<file path="config.mk">
export PLATFORM = sky130hd
export DESIGN_NAME = nn_lstm_weight_update_polar
export DESIGN_NICKNAME = d
export VERILOG_FILES = /design/src/rtl/nn_lstm_pkg.sv /design/src/rtl/nn_lstm_wu_cell.sv /design/src/rtl/nn_lstm_weight_update_polar.sv
export SDC_FILE = /design/constraint.sdc
export NUM_CORES = 1
export LEC_CHECK = 0
export CAP_MARGIN = 30
export CORE_MARGIN = 5
export CORE_UTILIZATION = 56
export DETAILED_ROUTE_END_ITERATION = 8
export PLACE_DENSITY = 0.78
export SYNTH_ARGS = -nofsm -noshare
export SYNTH_HDL_FRONTEND = slang
export SYNTH_HIERARCHICAL = 1
export SYNTH_SLANG_ARGS = --single-unit
</file>
<file path="constraint.sdc">
create_clock -name CLK -period 2.98 [get_ports CLK]
set_input_delay 0.596 -clock CLK [delete_from_list [all_inputs] [get_ports CLK]]
set_output_delay 0.596 -clock CLK [all_outputs]
set_load 0.05 [all_outputs]
</file>
<file path="src/rtl/nn_lstm_pkg.sv">
// Shared types and arithmetic helpers for the LSTM weight-update slice.
// Register widths live here so the saturate/clamp helpers can be shared.
package nn_lstm_pkg;

    localparam int NN_W     = 8;
    localparam int NN_G     = 10;
    localparam int NN_W_MAX = 2 ** (NN_W - 1) - 1;
    localparam int NN_G_MAX = 2 ** (NN_G - 1) - 1;

    typedef enum logic [1:0] {
        ST_IDLE  = 2'd0,
        ST_ACCUM = 2'd1,
        ST_APPLY = 2'd2,
        ST_CLEAR = 2'd3
    } wu_state_e;

    // Symmetric saturation keeps -2^(G-1) out of the accumulator.
    function automatic logic signed [NN_G-1:0] sat_step(input logic signed [NN_G-1:0] g,
                                                        input logic up);
        logic signed [NN_G-1:0] lim;
        lim = NN_G'(NN_G_MAX);
        if (up)
            return (g == lim) ? g : g + NN_G'(1);
        else
            return (g == -lim) ? g : g - NN_G'(1);
    endfunction

    function automatic logic signed [NN_W-1:0] clamp_w(input logic signed [NN_G:0] v);
        logic signed [NN_G:0] lim;
        logic signed [NN_G:0] r;
        lim = (NN_G + 1)'(NN_W_MAX);
        if (v > lim)
            r = lim;
        else if (v < -lim)
            r = -lim;
        else
            r = v;
        return r[NN_W-1:0];
    endfunction

endpackage

</file>
<file path="src/rtl/nn_lstm_wu_cell.sv">
// One weight: gradient counter, weight register and polar stream comparator.
// apply takes the SGD step; clear zeroes the gradient for the next window.
module nn_lstm_wu_cell
    import nn_lstm_pkg::*;
#(
    parameter int ETA_SHIFT = 4,
    parameter int W_INIT    = 0
) (
    input  logic            clk,
    input  logic            init,
    input  logic            inc,
    input  logic            dec,
    input  logic            apply,
    input  logic            clear,
    input  logic [NN_W-2:0] rnd,
    output logic            alpha,
    output logic            sign_alpha
);

    logic signed [NN_G-1:0] grad;
    logic signed [NN_W-1:0] w;
    logic signed [NN_G-1:0] grad_sh;
    logic signed [NN_G:0]   w_ext;
    logic signed [NN_G:0]   step_ext;
    logic signed [NN_G:0]   w_sum;
    logic [NN_W-1:0]        w_abs;

    assign grad_sh  = grad >>> ETA_SHIFT;
    assign w_ext    = {{(NN_G + 1 - NN_W){w[NN_W-1]}}, w};
    assign step_ext = {grad_sh[NN_G-1], grad_sh};
    assign w_sum    = w_ext - step_ext;
    // w never holds -2^(W-1), so the magnitude always fits in W-1 bits.
    assign w_abs    = w[NN_W-1] ? (~w + NN_W'(1)) : w;

    always_ff @(posedge clk) begin
        if (init) begin
            grad       <= '0;
            w          <= NN_W'(W_INIT);
            alpha      <= 1'b0;
            sign_alpha <= 1'b0;
        end else begin
            if (clear)
                grad <= '0;
            else if (inc || dec)
                grad <= sat_step(grad, inc);
            if (apply)
                w <= clamp_w(w_sum);
            alpha      <= (w_abs[NN_W-2:0] > rnd);
            sign_alpha <= w[NN_W-1];
        end
    end

endmodule

</file>
<file path="src/rtl/nn_lstm_weight_update_polar.sv">
// Per-gate weight update: accumulates polar delta*x gradients over a BPTT window,
// applies a shifted SGD step and regenerates the weights as polar streams.
module nn_lstm_weight_update_polar
    import nn_lstm_pkg::*;
#(
    parameter int N         = 3,
    parameter int ETA_SHIFT = 4,
    parameter int W_INIT    = 0
) (
    input  logic            CLK,
    input  logic            INIT,
    input  logic            start,
    input  logic            en,
    input  logic            delta,
    input  logic            SIGN_delta,
    input  logic [N-1:0]    x,
    input  logic [N-1:0]    SIGN_x,
    input  logic            window_end,
    input  logic [NN_W-2:0] rnd,
    output logic [N-1:0]    alpha,
    output logic [N-1:0]    SIGN_alpha,
    output logic            busy,
    output logic            upd_done,
    output logic [1:0]      state_dbg
);

    wu_state_e    state;
    wu_state_e    next_state;
    logic [N-1:0] inc;
    logic [N-1:0] dec;
    logic         accum_en;
    logic         apply;
    logic         clear;

    // en is a sample-valid qualifier with no backpressure: every cycle with en=1 in
    // ACCUM is consumed, and window_end only counts on such a cycle.
    always_comb begin
        next_state = state;
        case (state)
            ST_IDLE:  if (start) next_state = ST_ACCUM;
            ST_ACCUM: if (en && window_end) next_state = ST_APPLY;
            ST_APPLY: next_state = ST_CLEAR;
            ST_CLEAR: next_state = ST_ACCUM;
            default:  next_state = ST_IDLE;
        endcase
    end

    always_ff @(posedge CLK) begin
        if (INIT)
            state <= ST_IDLE;
        else
            state <= next_state;
    end

    assign accum_en  = (state == ST_ACCUM) && en && delta;
    assign inc       = {N{accum_en}} & x & ~({N{SIGN_delta}} ^ SIGN_x);
    assign dec       = {N{accum_en}} & x &  ({N{SIGN_delta}} ^ SIGN_x);
    assign apply     = (state == ST_APPLY);
    assign clear     = (state == ST_CLEAR);
    assign busy      = (state != ST_IDLE);
    assign upd_done  = clear;
    assign state_dbg = state;

    for (genvar n = 0; n < N; n++) begin : g_cell
        nn_lstm_wu_cell #(
            .ETA_SHIFT (ETA_SHIFT),
            .W_INIT    (W_INIT)
        ) u_cell (
            .clk        (CLK),
            .init       (INIT),
            .inc        (inc[n]),
            .dec        (dec[n]),
            .apply      (apply),
            .clear      (clear),
            .rnd        (rnd),
            .alpha      (alpha[n]),
            .sign_alpha (SIGN_alpha[n])
        );
    end

endmodule

</file>
# == Word level (Yosys, flattened, before mapping) ==
# Cells that the tools add are included.
# totals
regBits,62
input_bits,20
output_inout_bits,10
elab_cells,93
# op_classes
n_addsub,12
order_cmp,9
n_eq_ne,17
mux,21
bitwise_logic,8
n_reduce_logical,13
# op_table
cell,count
2-to-1 mux 10 bit,9
"== test 10 bit, second input constant",6
2-to-1 mux 8 bit,6
"adder 10 x 2 -> 10 bit, second input constant",3
"subtractor 10 x 2 -> 10 bit, second input constant",3
"> comparator 9 x 8 -> 1 bit, second input constant",3
"< comparator 9 x 8 -> 1 bit, second input constant",3
subtractor 8 x 6 -> 9 bit,3
"adder 7 x 2 -> 7 bit, second input constant",3
> comparator 7 bit,3
2-to-1 mux 7 bit,3
NOT 7 bit,3
"!= test 2 bit, second input constant",8
bitwise AND 3 bit,3
AND reduction 3 bit,3
one-hot mux 2 bit (4 select lines),1
"== test 2 bit, second input constant",2
2-to-1 mux 2 bit,2
logical AND 1 bit,3
logical OR 1 bit,3
NOT 3 bit,1
XOR 3 bit,1
"== test 2 x 1 -> 1 bit, second input constant",1
logical NOT 2 bit,1
3 further kinds,3

# == Longest topological paths before layout ==
# Gate-level depths: netlist of run 1.
# logic_depth
word_depth,7
mapped_depth,12
depth_no_buf,12

# == Hierarchy ==
# Netlist of run 1, hierarchy kept.
# by_module_without_submodules
module,n_inst,cells_each,area_each_um2,seq_area_each_um2
nn_lstm_wu_cell (g_cell[1].u_cell ...),2,232,1923.1,400.4
nn_lstm_wu_cell (g_cell[0].u_cell),1,233,1930.6,400.4
nn_lstm_weight_update_polar,1,31,236.5,40.0

# == Least setup slack after synthesis of run 1 ==
# Ideal clock, no wire load.
# synth_path
kind,flip-flop to flip-flop
from,"register state[1], in the netlist state_dbg[1]"
to,register g_cell[0].u_cell.grad[9]
setup_time_ns,0.130
arrival_time_ns,3.073
required_ns,2.850
setup_slack_ns,-0.223
path_stages_with_launch,13
n_path_buf,0
period_less_slack_ns,3.203
path_cell_list,dfxtp_1 -> inv_1 -> ha_1 -> and3_1 -> and3_1 -> inv_1 -> ha_1 -> a211oi_1 -> o21ai_0 -> and3_1 -> or4_1 -> a21oi_1 -> nor3b_1
# synth_via
elab_chain_len,7
word_cells_on_any_way,13
classes_between,eq/ne (4); mux (1); bitwise (3); reduce/logical (5)
# synth_rtl
element,line,rtl
start: declaration,nn_lstm_weight_update_polar.sv:27,wu_state_e state;
start signal: assignment,nn_lstm_weight_update_polar.sv:52,state <= next_state;
== test 2 x 1 -> 1 bit *,nn_lstm_weight_update_polar.sv:55,assign accum_en = (state == ST_ACCUM) && en && delta;
logical AND 1 bit * (2 in a row),nn_lstm_weight_update_polar.sv:55,
bitwise AND 3 bit * (2 in a row),nn_lstm_weight_update_polar.sv:56,assign inc = {N{accum_en}} & x & ~({N{SIGN_delta}} ^ SIGN_x);
net inc[0],nn_lstm_weight_update_polar.sv:29,logic [N-1:0] inc;
!= test 2 bit (no source line) / logical OR 1 bit (equally long branches),-,
AND reduction 3 bit (no source line),-,
end signal: assignment,nn_lstm_wu_cell.sv:45,"grad <= sat_step(grad, inc);"
end: declaration,nn_lstm_wu_cell.sv:20,logic signed [NN_G-1:0] grad;
# Mark *: on every way through the listed nets, which the timed path passes. The rest lies on a longest branch.
# A chain may end at the register's enable or synchronous reset.

# == Worst setup path after layout of run 1 ==
# layout_path
from,"register state[1], in the netlist state_dbg[1]"
to,register g_cell[2].u_cell.grad[9]
# layout_via
elab_chain_len,7
word_cells_on_any_way,13
classes_between,eq/ne (4); mux (1); bitwise (3); reduce/logical (5)
# layout_rtl
element,line
== test 2 x 1 -> 1 bit *,nn_lstm_weight_update_polar.sv:55
logical AND 1 bit * (2 in a row),nn_lstm_weight_update_polar.sv:55
bitwise AND 3 bit * (2 in a row),nn_lstm_weight_update_polar.sv:56
net inc[2],nn_lstm_weight_update_polar.sv:29
!= test 2 bit (no source line) / logical OR 1 bit (equally long branches),-
AND reduction 3 bit (no source line),-
end signal: assignment,nn_lstm_wu_cell.sv:45
end: declaration,nn_lstm_wu_cell.sv:20
# Marked as above.

==> results.txt, run 1 <==
run status: finished clean
core area: 0.0104 mm^2
commonest non-fill, non-tap cell in the layout: nor2_1
Buf/Inv on CP: 3
drt via density: 6.02
commonest register cell after synthesis: dfxtp_1
worst min path class: reg2reg
commonest cells after routing, fill and taps aside: 73 x nor2_1, 69 x ha_1, 67 x inv_1
total number of vias: 5724
Syn. warnings: 6
setup TNS: 0 ps
fin crit share: 98.4%
First-pass DRT Iterations: 5
CP max FO: 6
vias in the first global route: 5535
area of the multi-input gates: 0.00467 mm^2
met1 usage: 28.0%
Least-Margin Pin Slew: 546 ps
CTS root buffer: clkbuf_8
TritonCTS clock tree: built
Max-Slew Margin vs Limit: 63.5%
element type at the critical path start: flop
f_max: 0.341 GHz
slowest CP cell: or4_4
Initial Util: 57.7%
drt initial violations: 345
clock skew: 10.8 ps
post-cts hold buffer count: 0
met3 usage: 4.14%
Synth top area share: 20.6%
die height: 114 um
post-synthesis register bit count: 62
FILL cells: 801
Cells after Synth: 728
Critical Path Sink Type: flop
max incr delay on CP: 480 ps
CP most frequent cell: and3_4
die area: 0.0129 mm^2
GRT Util Overall: 23.3%
Skew-Pair Late Insertion Delay: 360 ps
M2 GR Usage: 40.6%
clk sinks: 62
final hold vios: 0
initial antenna violation count: 0
CTS HTree Levels: 3
I/O pin cnt: 30
diode count: 0
Power per Cell Area: 701 mW/mm^2
EDFF count, synth: 0
Area Growth Syn to Fin: 21.3%
final net count: 912
Slew Viols, Final: 0
sequential area share after synthesis: 20.6%
post-placement cell area: 0.00680 mm^2
endpoints failing setup: 0
busiest grt layer: met2
Synth cell types: 66
die span in x: 114 um
synth top area cells: dfxtp_1 21%, ha_1 16%, xnor2_1 6.6%
Max Cap Viol: 0
Post-DRT Antenna Nets: 0
syn_area_per_cell: 8.26 um^2
Syn Nets: 830
DRC errors left: 0
Crit Path Category: reg2reg
top cell type by total area after synthesis: dfxtp_1
storage element area: 0.00125 mm^2
Tmin final: 2930 ps
total wire length: 15.2 mm
final instance area: 0.00729 mm^2
GP Congestion: 0.956
Critical Path RT: 3220 ps
first-pass GRT wire length: 25.1 mm
fraction of registers with async set/reset: 0%
Netlist Area Pre-Place: 0.00601 mm^2
cell row count: 37
layout cells sized above 1: 18.4%
worst path arrival time: 3180 ps
CTS max path bufs: 2
CTS clk-pin slew, worst paths: 80 ps
CP cell instances: inv_2 -> ha_4 -> and3_4 -> and3_4 -> clkinvlp_4 -> buf_6 -> ha_4 -> a211oi_2 -> o21ai_2 -> and3_4 -> or4_4 -> a21oi_2 -> nor3b_2
Post-DP HPWL: 11.6 mm
Avg WL per Cell: 16.0 um
Worst VDD drop: 0.415 mV
TritonCTS buffer count: 9
largest net degree at the start of global routing: 44
gr ovfl total: 0
Util after Layout: 70.0%
Lkg Pwr: 3.04 nW
Port Buf Inserts: 29
delay-heaviest family, CP: simple AND/OR/NAND/NOR gates
## registers in the layout (all words and copies together), names as in the netlist
name and count:
state_dbg 2, g_cell.u_cell/w 24, g_cell.u_cell/sign_alpha 3, g_cell.u_cell/grad 30, g_cell.u_cell/alpha 3
## tightest hold or removal path, delay by kind of cell, from the launching register on
| kind | cells | cell delay [ps] |
|---|---|---|
| flops | 1 | 370 |
| simple gates | 1 | 70 |
| mux | 1 | 60 |
## final timing paths
check,start,endpoint,slack (ps),cells past startpoint
setup reg to reg,state_dbg[1],g_cell[2].u_cell/grad[9],50,13
setup / recovery,state_dbg[1],g_cell[2].u_cell/grad[9],50,13
hold / removal,state_dbg[1],state_dbg[1],530,2
hold reg to reg,state_dbg[1],state_dbg[1],530,2
## per-stage QoR
| step | hold slack, ps | total power [mW] | cells | setup slack [ps] |
|---|---|---|---|---|
| 2_1_floorplan | 487 | 3.58 | 728 | 68.1 |
| 3_3_place_gp | 501 | 4.06 | 931 | -344 |
| 3_5_place_dp | 514 | 4.20 | 931 | -526 |
| 4_1_cts | 525 | 4.97 | 949 | 0.789 |
| 5_1_grt | 565 | 5.49 | 951 | -32.2 |
| 6_report | 534 | 5.11 | 951 | 46.3 |
## cell type report
cell class,instances,area share (%)
well taps,136,2.33
clock inverters,4,0.652
repair buffers,87,10.4
inverters,70,3.65
flip-flops and latches,62,17.1
clock buffers,12,1.85
multi-input cells,580,64.1
## metal layers
metal	up-vias	routed length, um
li1	2823	-
met1	2662	6440
met2	191	7550
met3	48	779
met4	0	439
met5	-	0
## kinds of logic (layout without fill, tap and decap cells)
kind of cell    after synthesis  after routing  synth area share, %
fa+ha+maj                    91             91                 19.4
buf+inv                      86            173                 5.91
mux                          22             22                 3.66
simple gates                232            232                 20.4
xor+xnor                     53             53                 7.72
compound gates              182            182                 22.2
flops                        62             62                 20.6
## synth_stat cells (8+ instances only)
master / n
a21o_1: 9
ha_1: 76
xor2_1: 8
nand4_1: 12
o21bai_1: 9
a21oi_1: 41
a211oi_2: 8
mux2i_1: 22
nor2b_1: 9
nand3_1: 16
and3_1: 9
dfxtp_1: 62
nand2b_1: 23
o31ai_1: 11
nor3b_1: 8
nor2_1: 73
nand2_1: 30
o21ai_0: 27
o211ai_1: 8
nor3_1: 10
a211oi_1: 17
inv_1: 70
xnor2_1: 45
## where the power goes
part | internal (mW) | switching [mW] | total [mW]
clock | 0.385 | 0.355 | 0.740
sequential | 0.943 | 0.165 | 1.11
combinational | 1.49 | 1.77 | 3.26
total | 2.82 | 2.29 | 5.11
## repair_timing
item                                    4_1_cts  5_1_grt
endpoints found under the setup margin        9       12
pin swaps                                     4       11
gates cloned                                  0        0
buffers inserted                              2        2
gates resized for setup                       8       48
No activity file was read; power rests on OpenSTA's default activity.
==> inputs of run 2 (changes only) <==
CORE_UTILIZATION = 43   (was 56)
PLACE_DENSITY = not set   (was 0.78)
==> run 2 against run 1 <==
Net effect:
- maximum frequency decreased by 0.32%
- clock skew shrank 3.7 ps
- final cell count grew 4.9%
- critical path depth is 2 lower
- count of clock-buffer cells in the layout unchanged
- die area increased by 27%
- highest routed layer unchanged
==> results.txt, run 2 (same netlist as run 1, synthesis figures left out) <==
slowest CP cell: or4_4
Post-DP HPWL: 11.7 mm (+0.74%)
Initial Util: 43.7% (-14 points)
internal power: 3.25 mW (+15%)
Post-DRT Antenna Nets: 0 (unchanged)
area of the multi-input gates: 0.00466 mm^2 (-0.27%)
Critical Path RT: 3190 ps (-30 ps)
combinational fraction of design power: 57.9% (-6.0 points)
Least-Margin Pin Slew: 566 ps (+19.8 ps)
CTS HTree Levels: 3 (unchanged)
layout cells sized above 1: 18.8% (+0.42 points)
non-filler instance count after layout: 998 (+4.9%)
vias in the first global route: 5434 (-1.8%)
die area: 0.0164 mm^2 (+27%)
first-pass GRT wire length: 25.4 mm (+1.0%)
First-pass DRT Iterations: 6 (+1)
Area Growth Syn to Fin: 24.9%
Crit Path Category: in2reg
cell row count: 43 (+16%)
drt initial violations: 270 (-22%)
total wire length: 14.9 mm (-2.2%)
CTS root buffer: clkbuf_16
Slew Viols, Final: 0 (unchanged)
Worst VDD drop: 0.503 mV (+21%)
Biggest register: g_cell.u_cell/grad
die span in x: 128 um (+13%)
CP max FO: 6 (unchanged)
final net count: 915 (+0.33%)
clock skew: 7.13 ps (-3.67 ps)
initial antenna violation count: 0 (unchanged)
Power per Cell Area: 733 mW/mm^2 (+4.6%)
TritonCTS clock tree: built
biggest regs: g_cell.u_cell/grad x30, g_cell.u_cell/w x24
GP Congestion: 0.877 (-8.3%)
element type at the critical path start: input pin
Inst Count DP: 981 (+5.4%)
run status: finished clean
commonest cells after routing, fill and taps aside: 73 x nor2_1, 68 x ha_1, 67 x inv_1
CTS clk-pin slew, worst paths: 60 ps (-20 ps)
I/O pin cnt: 30 (unchanged)
fin crit share: 98.8% (+0.32 points)
endpoints failing setup: 0 (unchanged)
CP most frequent cell: and3_4
CP cell instances: clkdlybuf4s50_1 -> and3_4 -> and3_4 -> clkinvlp_4 -> buf_12 -> ha_4 -> and4_1 -> and3_4 -> or4_4 -> a21oi_2 -> nor3b_2
diode count: 0 (unchanged)
worst min path class: reg2reg
Port Buf Inserts: 29 (unchanged)
storage element area: 0.00125 mm^2 (unchanged)
Lkg Pwr: 3.11 nW (+2.0%)
Sequential Power Share: 20.1% (-1.6 points)
total number of vias: 5499 (-3.9%)
max incr delay on CP: 490 ps (about the same)
die height: 128 um (+13%)
DRC errors left: 0 (unchanged)
f_max: 0.340 GHz (-0.32%)
FILL cells: 1329 (+66%)
gr ovfl total: 0 (unchanged)
Critical Path Sink Type: flop
Skew-Pair Late Insertion Delay: 340 ps (-20 ps)
core area: 0.0138 mm^2 (+32%)
Psw: 2.26 mW (-1.4%)
Max-Slew Margin vs Limit: 62.2% (-1.3 points)
GRT Util Overall: 18.7% (-4.6 points)
TritonCTS buffer count: 9 (unchanged)
clk sinks: 62 (unchanged)
drt via density: 5.51 (-8.5%)
final hold vios: 0 (unchanged)
largest net degree at the start of global routing: 44 (unchanged)
setup TNS: 0 ps (unchanged)
clock power share: 22.0% (+7.5 points)
Avg WL per Cell: 14.9 um (-6.8%)
Util after Layout: 54.6% (-15 points)
max reg flops: 30 (unchanged)
Tmin final: 2940 ps (+9.53 ps)
worst path arrival time: 3160 ps (-20 ps)
Net Sw Frac: 41.1% (-3.8 points)
Max Cap Viol: 0 (unchanged)
commonest non-fill, non-tap cell in the layout: nor2_1
CTS max path bufs: 2 (unchanged)
## run 2: changes by cell type in the layout (fill, tap and decap cells not counted), moves of 3 or more
cell,previous run,this run
clkbuf_16,0,10
clkbuf_8,9,1
buf_4,54,59
a211oi_2,11,8
buf_6,3,0
## run 2: layout make-up
type	count	share of cell area, %
clock buffer	12	3.56
clock inverter	4	1.02
inverter	70	3.55
multi-input combinational	580	62.0
sequential	62	16.6
tap	180	3.00
timing repair buffer	90	10.3
## run 2: per-stage QoR
step	cell area [um^2]	power [mW]	setup slack, ps	hold WS [ps]
floorplan	6020	3.58	68.1	487
global placement	6920	4.12	-386	521
finish	7510	5.51	36.8	545
global route	7510	5.96	-34.4	570
detailed placement	6920	4.20	-487	538
CTS	7290	5.45	9.39	546
## run 2: repair_timing
| item | in CTS | in global routing |
|---|---|---|
| endpoints found under the setup margin | 7 | 11 |
| hold buffers | 0 | 0 |
| gates resized for setup | 8 | 43 |
| pin swaps | 2 | 18 |
| buffers inserted | 0 | 1 |
## run 2: worst max-delay path, delay by kind of cell
family	cells	cell delay, ps
AO/OA/AOI/OAI	1	150
adder cells (fa/ha/maj)	1	240
buffers and inverters	3	790
AND/OR/NAND/NOR	6	1370
## run 2: power groups by stage
stage          Sequential, mW  Combinational, mW  Clock, mW
2_1_floorplan            1.12               2.46          0
3_3_place_gp             1.11               3.01          0
3_5_place_dp             1.12               3.08          0
4_1_cts                  1.10               3.11       1.24
5_1_grt                  1.12               3.56       1.28
6_report                 1.10               3.19       1.21
## run 2: final timing paths
path	cells after the start	slack (ps)	to	startpoint
setup / recovery	11	40	g_cell[2].u_cell/grad[9]	delta
hold reg to reg	2	540	g_cell[0].u_cell/grad[8]	g_cell[0].u_cell/grad[8]
setup reg to reg	12	140	g_cell[2].u_cell/grad[9]	state_dbg[1]
hold / removal	2	540	g_cell[0].u_cell/grad[8]	g_cell[0].u_cell/grad[8]
## run 2: metal layers
metal	vias up	GRT usage (%)	part of all wire (%)
li1	2833	-	-
met1	2556	23.8	48
met2	92	32.4	48
met3	18	2.83	3.1
met4	0	5.62	1.4
met5	-	0	0
==> inputs of run 3 (changes only) <==
HOLD_SLACK_MARGIN = 0.15   (was not set)
==> results of run 3 <==
No change in the layout: final DEF, timing and power equal those of run 2.
